==> src/rtl/demux4_buffered_pkg.sv <==
// Shared constants for the four-way buffered demultiplexer and its selector-side
// counterpart. Also holds the select decoder used to build the one-hot load.
package demux4_buffered_pkg;

  localparam int NUM_CHANNELS = 4;
  localparam int SEL_WIDTH    = 2;
  localparam int COUNT_WIDTH  = 8;

  typedef logic [SEL_WIDTH-1:0]    sel_t;
  typedef logic [NUM_CHANNELS-1:0] chan_mask_t;
  typedef logic [COUNT_WIDTH-1:0]  count_t;

  // Turn a channel number into a one-hot channel mask.
  function automatic chan_mask_t sel_decode(input sel_t sel);
    chan_mask_t mask;
    mask      = '0;
    mask[sel] = 1'b1;
    return mask;
  endfunction

endpackage

==> src/rtl/demux4_buffered_if.sv <==
// Producer-side and consumer-side signals of the buffered demultiplexer.
// The slave modport is the demux itself; master is whoever drives it.
interface demux4_buffered_if
  import demux4_buffered_pkg::*;
#(
  parameter int WIDTH = 4
);

  logic [WIDTH-1:0] in_data;
  sel_t             in_sel;
  logic             in_valid;
  logic             in_ready;
  logic [WIDTH-1:0] y0;
  logic [WIDTH-1:0] y1;
  logic [WIDTH-1:0] y2;
  logic [WIDTH-1:0] y3;
  chan_mask_t       out_valid;
  chan_mask_t       out_ready;
  count_t           xfer_count;

  modport slave (
    input  in_data, in_sel, in_valid, out_ready,
    output in_ready, y0, y1, y2, y3, out_valid, xfer_count
  );

  modport master (
    output in_data, in_sel, in_valid, out_ready,
    input  in_ready, y0, y1, y2, y3, out_valid, xfer_count
  );

endinterface

==> src/rtl/demux4_buffered_slot.sv <==
// One output channel: a single-entry holding register with a valid flag.
// A load always wins over a drain on the same edge, so a channel that is
// emptied and refilled together never shows a gap in valid.
module demux_slot #(
  parameter int WIDTH = 4
) (
  input  logic             clock,
  input  logic             reset,
  input  logic             load,
  input  logic [WIDTH-1:0] d,
  input  logic             ready,
  output logic [WIDTH-1:0] q,
  output logic             valid
);

  // Capture a new word on load, otherwise clear valid once the consumer takes it.
  always_ff @(posedge clock) begin
    if (reset) begin
      q     <= '0;
      valid <= 1'b0;
    end else if (load) begin
      q     <= d;
      valid <= 1'b1;
    end else if (valid && ready) begin
      valid <= 1'b0;
    end
  end

endmodule

==> src/rtl/demux4_buffered.sv <==
// Four-way registered demultiplexer. Routes one input word per cycle into one
// of four single-entry channels and counts accepted words modulo 256.
module demux4_buffered
  import demux4_buffered_pkg::*;
#(
  parameter int WIDTH = 4
) (
  input logic               clock,
  input logic               reset,
  demux4_buffered_if.slave  bus
);

  logic [WIDTH-1:0] y_q [NUM_CHANNELS];
  chan_mask_t       valid_q;
  chan_mask_t       load;
  count_t           count_q;
  logic             ready_int;
  logic             accept;

  // The addressed channel can take a word if it is empty or draining this cycle.
  always_comb begin
    ready_int = !reset && (!valid_q[bus.in_sel] || bus.out_ready[bus.in_sel]);
    accept    = bus.in_valid && ready_int;
    load      = accept ? sel_decode(bus.in_sel) : '0;
  end

  for (genvar k = 0; k < NUM_CHANNELS; k++) begin : g_slot
    demux_slot #(.WIDTH(WIDTH)) u_slot (
      .clock (clock),
      .reset (reset),
      .load  (load[k]),
      .d     (bus.in_data),
      .ready (bus.out_ready[k]),
      .q     (y_q[k]),
      .valid (valid_q[k])
    );
  end

  // Count every accepted word; natural overflow gives the modulo-256 wrap.
  always_ff @(posedge clock) begin
    if (reset) begin
      count_q <= '0;
    end else if (accept) begin
      count_q <= count_q + 1'b1;
    end
  end

  assign bus.in_ready   = ready_int;
  assign bus.y0         = y_q[0];
  assign bus.y1         = y_q[1];
  assign bus.y2         = y_q[2];
  assign bus.y3         = y_q[3];
  assign bus.out_valid  = valid_q;
  assign bus.xfer_count = count_q;

endmodule

==> src/flat_wrapper.sv <==
// flat-port wrapper written by rule: the top's interface ports become plain ports
module demux4_buffered_flat import demux4_buffered_pkg::*;
#(
  parameter int WIDTH = 4
)
  (clock, reset, bus_in_data, bus_in_sel, bus_in_valid, bus_out_ready, bus_in_ready, bus_y0, bus_y1, bus_y2, bus_y3, bus_out_valid, bus_xfer_count);
  demux4_buffered_if #(.WIDTH(WIDTH)) bus_i ();
  input logic clock;
  input logic reset;
  input wire logic [$bits(bus_i.in_data)-1:0] bus_in_data;
  input wire logic [$bits(bus_i.in_sel)-1:0] bus_in_sel;
  input wire logic [$bits(bus_i.in_valid)-1:0] bus_in_valid;
  input wire logic [$bits(bus_i.out_ready)-1:0] bus_out_ready;
  output wire logic [$bits(bus_i.in_ready)-1:0] bus_in_ready;
  output wire logic [$bits(bus_i.y0)-1:0] bus_y0;
  output wire logic [$bits(bus_i.y1)-1:0] bus_y1;
  output wire logic [$bits(bus_i.y2)-1:0] bus_y2;
  output wire logic [$bits(bus_i.y3)-1:0] bus_y3;
  output wire logic [$bits(bus_i.out_valid)-1:0] bus_out_valid;
  output wire logic [$bits(bus_i.xfer_count)-1:0] bus_xfer_count;
  assign bus_i.in_data = bus_in_data;
  assign bus_i.in_sel = bus_in_sel;
  assign bus_i.in_valid = bus_in_valid;
  assign bus_i.out_ready = bus_out_ready;
  assign bus_in_ready = bus_i.in_ready;
  assign bus_y0 = bus_i.y0;
  assign bus_y1 = bus_i.y1;
  assign bus_y2 = bus_i.y2;
  assign bus_y3 = bus_i.y3;
  assign bus_out_valid = bus_i.out_valid;
  assign bus_xfer_count = bus_i.xfer_count;
  demux4_buffered #(.WIDTH(WIDTH)) u_core (.clock(clock), .reset(reset), .bus(bus_i));
endmodule
==> config.mk <==
export PLATFORM = sky130hd
export DESIGN_NAME = demux4_buffered_flat
export DESIGN_NICKNAME = d
export VERILOG_FILES = /design/src/rtl/demux4_buffered_pkg.sv /design/src/rtl/demux4_buffered_if.sv /design/src/rtl/demux4_buffered_slot.sv /design/src/rtl/demux4_buffered.sv /design/src/flat_wrapper.sv
export SDC_FILE = /design/constraint.sdc
export NUM_CORES = 1
export LEC_CHECK = 0
export CAP_MARGIN = 5
export CORE_MARGIN = 8
export CORE_UTILIZATION = 43
export DETAILED_ROUTE_END_ITERATION = 6
export GPL_TIMING_DRIVEN = 0
export PLACE_DENSITY = 0.8
export SLEW_MARGIN = 5
export SYNTH_ARGS = -nofsm -noshare
export SYNTH_HDL_FRONTEND = slang
export SYNTH_SLANG_ARGS = --single-unit
==> constraint.sdc <==
create_clock -name clock -period 2.5 [get_ports clock]
set_clock_uncertainty 0.1 [all_clocks]
set_input_delay 0.25 -clock clock [delete_from_list [all_inputs] [get_ports clock]]
set_output_delay 0.25 -clock clock [all_outputs]
set_load 0.02 [all_outputs]
==> results.json <==
{
  "syn_area_per_cell_um2": 9.531,
  "yosysMostFrequentCell": "dfxtp_1",
  "drt_iter0_markers": 66,
  "relSlewSlack": 0.4897,
  "num_vias": 1038,
  "num_rows": 19,
  "coreArea_um2": 2663,
  "postRouteWirelength_um": 2986,
  "nets": 182,
  "crit_required_ns": 2.15,
  "io_buffers": 40,
  "slew_viol_final": 0,
  "fin_crit_ns": 2.337,
  "drtPass1Iterations": 4,
  "outcome": "completed",
  "h-tree-depth": 1,
  "cp.arrival_ns": 1.99,
  "syn_area_um2": 1172,
  "cp-start-kind": "register",
  "hpwl_um": 2322,
  "setup_viol": 0,
  "rsz0062_at_grt": "no",
  "cp_max_fo": 10,
  "synthCells": 123,
  "grt_first_pass_wirelength_um": 4892,
  "tightestPinTransition_ns": 0.7635,
  "synth-seq-cells": 28,
  "syn_to_final_growth_pct": 41.84,
  "wire_per_inst_um": 15.08,
  "power.density_nw_per_um2": 518.8,
  "place_congestion": 0.7541,
  "final_hold_viol_count": 0,
  "antenna_found_initial": 0,
  "diodes": 0,
  "cts_max_path_buffers": 2,
  "peakVddDrop_mv": 0.4061,
  "clk_pin_slew_ns": 0.15,
  "synth.distinct_cells": 26,
  "max_freq_mhz": 427.9,
  "die_x_um": 68.22,
  "synth_edf_count": 0,
  "route.detailed.drc": 0,
  "grt_max_degree": 17,
  "synth_common_cells": "28 x dfxtp_1, 22 x nor2_1, 17 x mux2i_1",
  "worstHoldPathType": "primary input to register",
  "fin_cells": 198,
  "maxCapViolCount": 0,
  "antenna_left": 0,
  "die_h_um": 68.22,
  "post-route-period-util": 0.9347,
  "crit_path_end_kind": "output pin",
  "clk_latency_ns": 0.33,
  "p_leak_nw": 0.6531,
  "num_io_pins": 42,
  "worst_hold_slack_ns": 0.1766,
  "synth_flop_cell": "dfxtp_1",
  "final_layout_size_suffix_gt1_frac": 0.07186,
  "initial_utilization": 0.4403,
  "dieArea_um2": 4653,
  "ys_seq_area_frac": 0.4781,
  "cts_tree": "yes",
  "overflow": 0,
  "synth_nets": 137,
  "placed_cells": 194,
  "synth_top_area_share": 0.4781,
  "async_flop_share": 0,
  "synth.largest_area_cell": "dfxtp_1",
  "numClockSinks": 28,
  "yosysWarnings": 0,
  "viasPerCell": 5.242,
  "grt_pass1_vias": 1063,
  "grtUsageTotal": 0.1364,
  "path_class": "register to output pin",
  "cts_hold_buf": 0,
  "cts_made_buffers": 3,
  "ys_top_cells_by_area": "dfxtp_1 48%, mux2i_1 15%, nor2_1 7.0%",
  "cts_root_buf": "clkbuf_4"
}
-- timing repair --
action	CTS	global route
gates resized for setup	1	0
buffers inserted	0	0
setup endpoints to repair	1	0
-- critical path, cell delays in order, from the launching register on --
cell and delay, ns:
dfxtp_1 0.34, nor2b_1 0.15, mux4_2 0.53, buf_2 0.21, nor2_1 0.09, dlygate4sd2_1 0.34
-- worst paths after layout --
path / cells after the start / end / slack (ns) / startpoint
worst max-delay path: 5 / bus_in_ready / 0.16 / u_core.g_slot[1].u_slot.valid
worst min-delay path: 4 / u_core.g_slot[0].u_slot.valid / 0.18 / bus_in_sel[1]
worst max register to register: 5 / u_core.bus.xfer_count[7] / 0.58 / u_core.g_slot[1].u_slot.valid
worst min register to register: 1 / u_core.bus.xfer_count[7] / 0.39 / u_core.bus.xfer_count[7]
-- where the power goes --
| part | switching, mW | total (mW) | internal [mW] |
|---|---|---|---|
| clock | 0.135 | 0.297 | 0.162 |
| sequential | 0.00670 | 0.463 | 0.456 |
| combinational | 0.0503 | 0.103 | 0.0524 |
-- registers in the layout (all words and copies together) (netlist names) --
| name | count |
|---|---|
| u_core.g_slot.u_slot.q | 16 |
| u_core.bus.xfer_count | 8 |
| u_core.g_slot.u_slot.valid | 4 |
-- cell families (layout without fill, tap and decap cells) --
group / count (synthesis) / in the layout / share of synthesized area
adders and majority gates: 1 / 1 / 0.01067
buffers and inverters: 12 / 56 / 0.05869
DFF: 28 / 28 / 0.4781
and+or+nand+nor: 48 / 48 / 0.2113
AOI/OAI and AO/OA: 16 / 16 / 0.07684
muxes: 18 / 18 / 0.1644
-- cell type report --
| class | count | area [µm²] |
|---|---|---|
| buffer | 10 | 61.31 |
| clock buffer | 3 | 22.52 |
| clock inverter | 1 | 30.03 |
| fill | 225 | 999.7 |
| inverter | 2 | 7.507 |
| multi-input combinational | 83 | 543.0 |
| sequential | 28 | 560.5 |
| tap | 31 | 38.79 |
| timing repair buffer | 40 | 399.1 |
-- stage by stage --
step           instance area [µm²]  power [mW]  utilization   TNS, ns  setup slack [ns]
6_report                      1663      0.8627       0.6245         0            0.1631
5_1_grt                       1663      0.8981       0.6245         0           0.04615
4_1_cts                       1663      0.8707       0.6245         0            0.1334
3_5_place_dp                  1612      0.5767       0.6053   -0.1068           -0.1068
3_3_place_gp                  1612      0.5735       0.6053  -0.07988          -0.07988
2_1_floorplan                 1172      0.5230            -         0            0.7507
-- layer usage --
layer / GRT usage / part of all wire / wire length, µm
met3: 0.05892 / 0.095 / 285
met4: 0.05115 / 0.0077 / 23
met1: 0.1538 / 0.43 / 1291
met5: 0 / 0 / 0
met2: 0.2239 / 0.46 / 1387
-- cells in the final DEF (no fill, tap or decap), types with 2 or more instances in the layout --
cell type	n
nand4_1	3
a21oi_1	8
clkbuf_4	3
clkdlybuf4s50_1	39
dfxtp_1	28
nand2b_1	2
inv_1	2
nor2b_1	4
mux2i_1	17
clkbuf_1	4
or3_1	5
nor2_1	22
nand2_1	6
buf_4	4
o21ai_0	5
Power figures use the tool's default switching activity.
